File: src/rtl/game_pkg.sv
// Shared types and constants for the game drawing path.
// State encoding, screen geometry and 3-bit RGB colours.
package game_pkg;

  typedef enum logic [3:0] {
    IDLE,
    PREP,
    BG,
    PLAYER,
    WAIT,
    ERASE,
    UPDATE,
    GAMEOVER,
    HOLD
  } state_t;

  localparam int SCREEN_W = 160;
  localparam int SCREEN_H = 120;

  typedef logic [2:0] rgb_t;

  localparam rgb_t COL_BLACK = 3'b000;
  localparam rgb_t COL_BLUE  = 3'b001;
  localparam rgb_t COL_GREEN = 3'b010;
  localparam rgb_t COL_RED   = 3'b100;
  localparam rgb_t COL_WHITE = 3'b111;

endpackage

File: src/rtl/game_draw_controller_if.sv
// Controller <-> drawers/game-logic bundle.
// GAME_PAUSE_EN adds the pause input.
interface game_draw_controller_if;

  logic start;
  logic collision;
  logic doneDrawBg;
  logic doneDrawPlayer;
  logic doneErase;
  logic doneDrawGameover;
`ifdef GAME_PAUSE_EN
  logic pause;
`endif
  logic drawRst_n;
  logic DrawBgState;
  logic DrawPlayerState;
  logic EraseState;
  logic UpdateState;
  logic DrawGameoverState;
  logic plot;
  logic frame_tick;

  modport master (
`ifdef GAME_PAUSE_EN
    input  pause,
`endif
    input  start,
    input  collision,
    input  doneDrawBg,
    input  doneDrawPlayer,
    input  doneErase,
    input  doneDrawGameover,
    output drawRst_n,
    output DrawBgState,
    output DrawPlayerState,
    output EraseState,
    output UpdateState,
    output DrawGameoverState,
    output plot,
    output frame_tick
  );

  modport slave (
`ifdef GAME_PAUSE_EN
    output pause,
`endif
    output start,
    output collision,
    output doneDrawBg,
    output doneDrawPlayer,
    output doneErase,
    output doneDrawGameover,
    input  drawRst_n,
    input  DrawBgState,
    input  DrawPlayerState,
    input  EraseState,
    input  UpdateState,
    input  DrawGameoverState,
    input  plot,
    input  frame_tick
  );

endinterface

File: src/rtl/frame_ticker.sv
// Free-running divider: one-cycle tick every CLK_HZ/FRAME_HZ clocks.
// The tick is a decode of the counter's terminal count.
module frame_ticker #(
  parameter int CLK_HZ   = 50000000,
  parameter int FRAME_HZ = 60
) (
  input  logic clk,
  input  logic reset,
  output logic tick
);

  localparam int DIV = CLK_HZ / FRAME_HZ;
  localparam int W   = (DIV > 1) ? $clog2(DIV) : 1;
  localparam logic [W-1:0] LAST = W'(DIV - 1);

  logic [W-1:0] cnt;

  always_ff @(posedge clk or negedge reset) begin
    if (!reset) begin
      cnt <= '0;
    end else if (cnt == LAST) begin
      cnt <= '0;
    end else begin
      cnt <= cnt + W'(1);
    end
  end

  assign tick = (cnt == LAST);

endmodule

File: src/rtl/game_draw_controller.sv
// Sequencing FSM for the VGA drawing path (bg/player/erase/gameover).
// Optional GAME_PAUSE_EN freezes the WAIT move counter while paused.
module game_draw_controller #(
  parameter int CLK_HZ          = 50000000,
  parameter int FRAME_HZ        = 60,
  parameter int FRAMES_PER_MOVE = 4
) (
  input logic                   clk,
  input logic                   reset,
  game_draw_controller_if.master bus
);

  import game_pkg::*;

  localparam int MC = $clog2(FRAMES_PER_MOVE + 1);
  localparam int MW = (MC < 3) ? 3 : MC;
  localparam logic [MW-1:0] MOVE_LAST =
    MW'(FRAMES_PER_MOVE - 1);

  state_t        state, state_n;
  state_t        target, target_n;
  logic [MW-1:0] move, move_n;
  logic          start_q;
  logic          rise;
  logic          tick;
  logic          hold;
  logic          drawing;

  frame_ticker #(
    .CLK_HZ   (CLK_HZ),
    .FRAME_HZ (FRAME_HZ)
  ) u_ticker (
    .clk   (clk),
    .reset (reset),
    .tick  (tick)
  );

  assign bus.frame_tick = tick;
  assign rise = bus.start & ~start_q;

`ifdef GAME_PAUSE_EN
  assign hold = bus.pause;
`else
  assign hold = 1'b0;
`endif

  always_ff @(posedge clk or negedge reset) begin
    if (!reset) begin
      state   <= IDLE;
      target  <= IDLE;
      move    <= '0;
      start_q <= 1'b0;
    end else begin
      state   <= state_n;
      target  <= target_n;
      move    <= move_n;
      start_q <= bus.start;
    end
  end

  always_comb begin
    state_n  = state;
    target_n = target;
    move_n   = move;
    unique case (state)
      IDLE, HOLD: begin
        if (rise) begin
          target_n = BG;
          state_n  = PREP;
        end
      end
      PREP: state_n = target;
      BG: begin
        if (bus.doneDrawBg) begin
          target_n = PLAYER;
          state_n  = PREP;
        end
      end
      PLAYER: begin
        if (bus.doneDrawPlayer) begin
          state_n = WAIT;
          move_n  = '0;
        end
      end
      WAIT: begin
        if (tick && !hold) begin
          if (move == MOVE_LAST) begin
            target_n = ERASE;
            state_n  = PREP;
          end else begin
            move_n = move + MW'(1);
          end
        end
      end
      ERASE: begin
        if (bus.doneErase) state_n = UPDATE;
      end
      UPDATE: begin
        target_n = bus.collision ? GAMEOVER : PLAYER;
        state_n  = PREP;
      end
      GAMEOVER: begin
        if (bus.doneDrawGameover) state_n = HOLD;
      end
      default: state_n = IDLE;
    endcase
  end

  // A drawer emits a pixel the cycle after it is enabled and not done.
  assign drawing =
    (bus.DrawBgState       & ~bus.doneDrawBg)     |
    (bus.DrawPlayerState   & ~bus.doneDrawPlayer) |
    (bus.EraseState        & ~bus.doneErase)      |
    (bus.DrawGameoverState & ~bus.doneDrawGameover);

  always_ff @(posedge clk or negedge reset) begin
    if (!reset) begin
      bus.drawRst_n         <= 1'b1;
      bus.DrawBgState       <= 1'b0;
      bus.DrawPlayerState   <= 1'b0;
      bus.EraseState        <= 1'b0;
      bus.UpdateState       <= 1'b0;
      bus.DrawGameoverState <= 1'b0;
      bus.plot              <= 1'b0;
    end else begin
      bus.drawRst_n         <= (state_n != PREP);
      bus.DrawBgState       <= (state_n == BG);
      bus.DrawPlayerState   <= (state_n == PLAYER);
      bus.EraseState        <= (state_n == ERASE);
      bus.UpdateState       <= (state_n == UPDATE);
      bus.DrawGameoverState <= (state_n == GAMEOVER);
      bus.plot              <= drawing;
    end
  end

endmodule

File: src/flat_wrapper.sv
// flat-port wrapper written by rule: the top's interface ports become plain ports
module game_draw_controller_flat import game_pkg::*;
#(
  parameter int CLK_HZ          = 50000000,
  parameter int FRAME_HZ        = 60,
  parameter int FRAMES_PER_MOVE = 4
)
  (clk, reset, bus_start, bus_collision, bus_doneDrawBg, bus_doneDrawPlayer, bus_doneErase, bus_doneDrawGameover, bus_drawRst_n, bus_DrawBgState, bus_DrawPlayerState, bus_EraseState, bus_UpdateState, bus_DrawGameoverState, bus_plot, bus_frame_tick);
  game_draw_controller_if bus_i ();
  input logic clk;
  input logic reset;
  input wire logic [$bits(bus_i.start)-1:0] bus_start;
  input wire logic [$bits(bus_i.collision)-1:0] bus_collision;
  input wire logic [$bits(bus_i.doneDrawBg)-1:0] bus_doneDrawBg;
  input wire logic [$bits(bus_i.doneDrawPlayer)-1:0] bus_doneDrawPlayer;
  input wire logic [$bits(bus_i.doneErase)-1:0] bus_doneErase;
  input wire logic [$bits(bus_i.doneDrawGameover)-1:0] bus_doneDrawGameover;
  output wire logic [$bits(bus_i.drawRst_n)-1:0] bus_drawRst_n;
  output wire logic [$bits(bus_i.DrawBgState)-1:0] bus_DrawBgState;
  output wire logic [$bits(bus_i.DrawPlayerState)-1:0] bus_DrawPlayerState;
  output wire logic [$bits(bus_i.EraseState)-1:0] bus_EraseState;
  output wire logic [$bits(bus_i.UpdateState)-1:0] bus_UpdateState;
  output wire logic [$bits(bus_i.DrawGameoverState)-1:0] bus_DrawGameoverState;
  output wire logic [$bits(bus_i.plot)-1:0] bus_plot;
  output wire logic [$bits(bus_i.frame_tick)-1:0] bus_frame_tick;
  assign bus_i.start = bus_start;
  assign bus_i.collision = bus_collision;
  assign bus_i.doneDrawBg = bus_doneDrawBg;
  assign bus_i.doneDrawPlayer = bus_doneDrawPlayer;
  assign bus_i.doneErase = bus_doneErase;
  assign bus_i.doneDrawGameover = bus_doneDrawGameover;
  assign bus_drawRst_n = bus_i.drawRst_n;
  assign bus_DrawBgState = bus_i.DrawBgState;
  assign bus_DrawPlayerState = bus_i.DrawPlayerState;
  assign bus_EraseState = bus_i.EraseState;
  assign bus_UpdateState = bus_i.UpdateState;
  assign bus_DrawGameoverState = bus_i.DrawGameoverState;
  assign bus_plot = bus_i.plot;
  assign bus_frame_tick = bus_i.frame_tick;
  game_draw_controller #(.CLK_HZ(CLK_HZ), .FRAME_HZ(FRAME_HZ), .FRAMES_PER_MOVE(FRAMES_PER_MOVE)) u_core (.clk(clk), .reset(reset), .bus(bus_i));
endmodule
File: config.mk
export PLATFORM = sky130hd
export DESIGN_NAME = game_draw_controller_flat
export DESIGN_NICKNAME = d
export VERILOG_FILES = /design/src/rtl/game_pkg.sv /design/src/rtl/game_draw_controller_if.sv /design/src/rtl/frame_ticker.sv /design/src/rtl/game_draw_controller.sv /design/src/flat_wrapper.sv
export SDC_FILE = /design/constraint.sdc
export NUM_CORES = 1
export LEC_CHECK = 0
export ABC_AREA = 1
export BUFFER_PORTS_ARGS = -buffer_cell sky130_fd_sc_hd__buf_2
export CORE_AREA = 2 2 72 74
export CTS_CLUSTER_DIAMETER = 150
export DETAILED_ROUTE_END_ITERATION = 8
export DIE_AREA = 0 0 74 76
export PLACE_DENSITY = 0.61
export SYNTH_ARGS = -nofsm -noshare
export SYNTH_HDL_FRONTEND = slang
export SYNTH_HIERARCHICAL = 1
export SYNTH_SLANG_ARGS = --single-unit
File: constraint.sdc
create_clock -name clk -period 2.33 [get_ports clk]
set_input_delay 0.233 -clock clk [delete_from_list [all_inputs] [get_ports clk]]
set_output_delay 0.233 -clock clk [all_outputs]
set_load 0.02 [all_outputs]
==> impl_metrics.tcl, run 1 <==
set metrics [dict create \
    fin_area_um2 2430 \
    fin_nets 313 \
    drive_gt1_frac 0.202 \
    syn-cell-area_um2 2180 \
    ys_warn_count 6 \
    crit_path_frequent_cell "nand2_1" \
    cts_setup_buffers 0 \
    finalCritPeriodShare 0.889 \
    relSlewSlack 0.453 \
    final.setup.tns_ns 0 \
    cts_made_buffers 5 \
    htreeDepth 2 \
    p_int_uw 1160 \
    diodes 0 \
    status "finished clean" \
    firstDrtPassIters 4 \
    row_count 26 \
    first_iter_violations 58 \
    hold_ws_ns 0.0295 \
    layout.cells.non_filler 372 \
    detail-route-antenna-nets 0 \
    combPwrFrac 0.297 \
    syn2layout_area_growth_pct 11.4 \
    pwr-share-seq 0.446 \
    path_clk_slew_ns 0.08 \
    cp-start-kind "flop" \
    synth_fp_nets 292 \
    grt_max_degree 39 \
    tightest_slew_ns 0.820 \
    ys_types 27 \
    synth_edf_count 0 \
    grt_pass1_vias 1720 \
    gr-total-overflow 0 \
    die_height_um 76 \
    ir_drop_mv 0.474 \
    cp_slowest_stage_delay_ns 0.42 \
    dpl_cell_area_um2 2330 \
    core_area_um2 4910 \
    critPathKind "flop to flop" \
    ys_seq_area_frac 0.437 \
    clock_sinks 38 \
    cts_tree "done" \
    synth.avg_cell_area_um2 7.78 \
    grt_pass1_wl_um 7560 \
    hold_violations 0 \
    switching_power_uw 655 \
    rsz0062_at_grt "no" \
    period_needed_ns 2.07 \
    cts_resized 0 \
    cp_max_fo 8 \
    io-pin-count 16 \
    p_total_uw 1810 \
    cp_slowest_cell "dfrtp_1" \
    reg2reg_from "u_core/u_ticker/cnt[0]" \
    multi_input_area_um2 1080 \
    portBuffers 15 \
    ys_ff_latch 38 \
    ys.flop_type "dfrtp_1" \
    powerDensity_nw_per_um2 748 \
    wl_per_cell_um 11.4 \
    synthArstFlopShare 1.00 \
    start_util 0.443 \
    fp.dieW_um 74 \
    setup_viol 0 \
    clk_path_buf_depth 2 \
    routed_wl_um 4230 \
    fp.dieArea_um2 5620 \
    min_path_type "input pin to asynchronous set/reset pin" \
    vias 1731 \
    drv_slew 0 \
    arrival_ns 2.30 \
    reg2reg_slack_ns 0.26 \
    ff_latch_area_um2 952 \
    fmax_mhz 483 \
    p_leak_uw 0.00121 \
    maxCapViolCount 0 \
    vias_per_cell 4.65 \
    endpoint_kind "flop" \
    hpwl_um 3280 \
    swShare 0.361 \
    netlist_instances 280 \
    cp_cell_sequence "inv_1 > ha_1 > nand4_1 > nor2_1 > nand3_2 > inv_2 > nand2_1 > nand3_1 > nand2_1 > nor2_2 > nand2_1 > nor2_1" \
    worstPathRequired_ns 2.55 \
    p_clk_frac 0.257 \
    clock_latency_ns 0.29 \
    reg2reg_to "u_core/bus.DrawBgState" \
    skew_ns 0.00871 \
    remaining_drc_errors 0 \
    fillers 494 \
    clock-root-buffer "clkbuf_8" \
    antenna_found_initial 0 \
    reg2reg_depth 12 \
    dp_cells 364 \
    cts_hold_buf 0 \
    gr-usage-all-layers 0.173 \
    globalplace.congestion 0.863 \
]
## sequential cells by signal, indices dropped and copies added, names as in the netlist, 3 cells and up
signal and flops:
u_core/u_ticker/cnt 20, u_core/target 3, u_core/move 3, u_core/state 4
## metal layers
metal / up-vias / GRT usage / part of all wire / wire length, um
li1: 914 / - / - / -
met1: 788 / 0.217 / 0.46 / 1940
met2: 21 / 0.288 / 0.50 / 2100
met3: 8 / 0.0317 / 0.026 / 110
met4: 0 / 0.0709 / 0.019 / 82
met5: - / 0 / 0 / 0
## cell families after synthesis
group                    count (synthesis)  synth area share
XOR/XNOR                                11            0.0443
adder cells (fa/ha/maj)                  4            0.0230
AO/OA/AOI/OAI                           17            0.0414
AND/OR/NAND/NOR                        172             0.388
flip-flops                              38             0.437
buffers and inverters                   38            0.0661
## worst max-delay path, delay by kind of cell (launching register included)
family	cells	cell delay, ns
flops	1	0.42
fa+ha+maj	1	0.17
simple gates	9	1.11
buf+inv	2	0.29
## cell usage after synthesis (5+ instances only)
| cell | instances | area share |
|---|---|---|
| nor2_2 | 10 | 0.029 |
| o21ai_0 | 6 | 0.014 |
| nor3_1 | 5 | 0.011 |
| nand3_2 | 5 | 0.023 |
| inv_1 | 34 | 0.059 |
| a21oi_1 | 6 | 0.014 |
| dfrtp_1 | 37 | 0.43 |
| nand2_2 | 13 | 0.037 |
| nand3_1 | 21 | 0.048 |
| nand2_1 | 55 | 0.095 |
| nor2_1 | 47 | 0.081 |
| nor2_4 | 6 | 0.031 |
| xor2_1 | 10 | 0.040 |
## worst max-delay path by stage
stage	cells after the start	to	slack [ns]	start
floorplan	12	u_core/bus.DrawBgState	0.46	u_core/u_ticker/cnt[0]
global placement	12	u_core/bus.DrawPlayerState	0.34	u_core/u_ticker/cnt[0]
detailed placement	12	u_core/bus.DrawBgState	0.28	u_core/u_ticker/cnt[0]
CTS	12	u_core/bus.DrawPlayerState	0.25	u_core/u_ticker/cnt[0]
global route	12	u_core/bus.DrawPlayerState	0.02	u_core/u_ticker/cnt[0]
finish	12	u_core/bus.DrawBgState	0.26	u_core/u_ticker/cnt[0]
## placed cells by master, fill, tap and decap left out
cell        n
a21oi_1     6
a31oi_1     1
and2_0      1
and2_1      1
buf_2      15
clkbuf_1    1
clkbuf_8    6
clkinv_2    1
dfrtp_1    37
dfstp_2     1
ha_1        4
inv_1      34
inv_2       3
nand2_1    55
nand2_2    13
nand2_4     1
nand3_1    21
nand3_2     5
nand3b_1    2
nand4_1     4
nor2_1     47
nor2_2     10
nor2_4      6
nor3_1      5
o2111ai_1   1
o21ai_0     6
o21ai_1     3
or2_0       1
xnor2_1     1
xor2_1     10
## cell type report
class,instances,share of cell area
inverters,37,0.0572
well taps,70,0.0361
clock buffers,7,0.0356
repair buffers,15,0.0309
clock inverters,1,0.00206
flip-flops and latches,38,0.392
multi-input cells,204,0.446
## power groups by stage
stage | Clock (uW) | Combinational (uW) | Sequential [uW]
6_report | 466 | 539 | 810
3_3_place_gp | 0 | 540 | 823
5_1_grt | 522 | 621 | 821
2_1_floorplan | 0 | 373 | 853
3_5_place_dp | 0 | 544 | 823
4_1_cts | 480 | 545 | 812
## stage by stage
stage,setup slack [ns],util
after floorplan,0.462,-
after global placement,0.343,0.475
after detailed placement,0.279,0.475
after CTS,0.247,0.494
after global routing,0.0243,0.494
final,0.258,0.494
(Power assumes the default switching activity.)
==> run 2, diff against run 1 <==
- ABC_AREA: 1 -> default
- CORE_AREA: 2 2 72 74 -> 2 2 70 72
- DIE_AREA: 0 0 74 76 -> 0 0 72 74
==> run 2 against run 1 <==
  * Power is 18% higher
  * Routed wire length is 1.3% lower
  * Core utilization rose by 0.62 points
  * Synthesized area down 5.7%
  * Worst hold slack gained 0.0029 ns
  * Die area shrank 5.3%
  * Non-clock buffer count up 1
  * First-iteration DRC count rose by 14%
  * Largest power group unchanged
==> impl_metrics.tcl, run 2 <==
set metrics [dict create \
    diodes 0 \
    vias_per_cell 5.59 \
    maxCapViolCount 0 \
    synth_top_family_by_area "simple AND/OR/NAND/NOR gates" \
    hpwl_um 2900 \
    ys_warn_count 6 \
    synthMuxAreaShare 0.0207 \
    status "finished clean" \
    layout_commonest_cell "dfrtp_1" \
    clock-root-buffer "clkbuf_8" \
    remaining_drc_errors 0 \
    hold_violations 0 \
    fmax_mhz 468 \
    hold_ws_ns 0.0324 \
    dpl_cell_area_um2 2160 \
    fp.dieW_um 72 \
    portBuffers 15 \
    netlist_instances 191 \
    clock_latency_ns 0.29 \
    p_total_uw 2150 \
    top_regs "u_core/u_ticker/cnt: 20 flops, u_core/state: 4 flops" \
    drv_slew 0 \
    synth_simple_gate_area_share 0.276 \
    reg2reg_depth 9 \
    synth_compound_area_frac 0.101 \
    cts_tree "done" \
    firstDrtPassIters 4 \
    worstPathRequired_ns 2.10 \
    die_height_um 74 \
    cp_slowest_stage_delay_ns 0.44 \
    vias 1477 \
    rsz0062_at_grt "no" \
    ys_types 59 \
    core_area_um2 4600 \
    synth_fp_nets 203 \
    grt_pass1_vias 1581 \
    synthArstFlopShare 1.00 \
    cp_slowest_cell "dfrtp_1" \
    synth_top_area_frac 0.451 \
    detail-route-antenna-nets 0 \
    syn-cell-area_um2 2050 \
    cts_made_buffers 5 \
    clk_path_buf_depth 2 \
    synth.avg_cell_area_um2 10.7 \
    antenna_found_initial 0 \
    grt_max_degree 39 \
    regMostFlops "u_core/u_ticker/cnt" \
    cts_resized 0 \
    yosys-top-cells-count "dfrtp_1, nor2_1, inv_1, xnor2_1" \
    cpLargestDelayFamily "buffers and inverters" \
    syn2layout_area_growth_pct 12.1 \
    routed_wl_um 4180 \
    cts_setup_buffers 0 \
    setup_viol 0 \
    fin_util 0.500 \
    row_count 25 \
    fp.dieArea_um2 5330 \
    final_cell_mix "dfrtp_1, nor2_1, buf_2, inv_1, xnor2_1" \
    ys_seq_area_frac 0.464 \
    endpoint_kind "output pin" \
    finalCritPeriodShare 0.918 \
    skew_ns 0.00250 \
    crit_cells 7 \
    synth.largest_area_cell "dfrtp_1" \
    htreeDepth 2 \
    arrival_ns 1.91 \
    cp_max_fo 18 \
    final.setup.tns_ns 0 \
    synth.area.top_cells "dfrtp_1, xnor2_1, nor2_1" \
    p_leak_uw 0.000984 \
    cp_num_buf_inv 3 \
    cp-start-kind "flop" \
    cp_cell_sequence "inv_1 > ha_1 > nor4bb_1 > nand4_1 > nor2_2 > buf_4 > buf_2" \
    min_path_type "input pin to asynchronous set/reset pin" \
    period_needed_ns 2.14 \
    wl_per_cell_um 15.8 \
    powerDensity_nw_per_um2 935 \
    relSlewSlack 0.450 \
    cts_hold_buf 0 \
    path_clk_slew_ns 0.08 \
    fin_area_um2 2300 \
    gr-usage-all-layers 0.182 \
    largest_reg_flops 20 \
    globalplace.congestion 0.866 \
    io-pin-count 16 \
    grt_pass1_wl_um 7430 \
    synth_most_common_cell "dfrtp_1" \
    clock_sinks 38 \
    ys.flop_type "dfrtp_1" \
    synth_fa_ha_area_frac 0.0244 \
    synth_edf_count 0 \
    synth-xor-area-share 0.0683 \
    tightest_slew_ns 0.825 \
    ys_ff_latch 38 \
    critPathKind "flop to output pin" \
    start_util 0.446 \
    ir_drop_mv 0.506 \
    gr-total-overflow 0 \
    first_iter_violations 66 \
    fin_nets 221 \
    drive_gt1_frac 0.205 \
]
-- run 2: cell count changes after synthesis, sizes merged, moves of 5 or more --
cell and change:
xnor2 +12, nor2b +5, nor2 -45, nand4 +6, nand2b +5, nand3 -18, nand2 -61, xor2 -7
inv -24, o21ai -7
-- run 2: metal layers --
metal  wire length, um  up-vias  GRT usage
met5                 0        -          0
met4                80        0     0.0860
met3               164        9     0.0488
met2              2150       33      0.318
met1              1780      721      0.211
li1                  -      714          -
-- run 2: through the flow --
stage	std cells	setup slack, ns
3_5_place_dp	256	0.252
5_1_grt	264	0.0356
2_1_floorplan	191	0.0254
3_3_place_gp	256	0.289
6_report	264	0.192
4_1_cts	264	0.169
-- run 2: area by class of cell --
class                   count  area [um2]
clock buffers               5        68.8
clock inverters             3        68.8
fillers                   402        2300
inverters                  14        52.6
multi-input cells         134        1010
flip-flops and latches     38         952
well taps                  54        67.6
repair buffers             16        82.6
-- run 2: power by group --
part           internal, uW  switching [uW]
sequential              767             130
combinational           264             306
clock                   429             254
total                  1460             689
-- run 2: worst paths after layout --
path,slack (ns),to,start
min in group clk,0.07,u_core/start_q,bus_start
worst max register to register,0.25,u_core/target[0],u_core/u_ticker/cnt[0]
max in group asynchronous,1.79,u_core/bus.UpdateState,reset
worst min register to register,0.50,u_core/target[1],u_core/target[1]
worst max-delay path,0.19,bus_frame_tick,u_core/u_ticker/cnt[0]
worst min-delay path,0.03,u_core/u_ticker/cnt[13],reset
-- run 2: cells by family after synthesis --
| kind of cell | count (synthesis) |
|---|---|
| AND/OR/NAND/NOR | 85 |
| flip-flops | 38 |
| AO/OA/AOI/OAI | 25 |
| buffers and inverters | 19 |
| XOR/XNOR | 16 |
| multiplexers | 4 |
| adder cells (fa/ha/maj) | 4 |
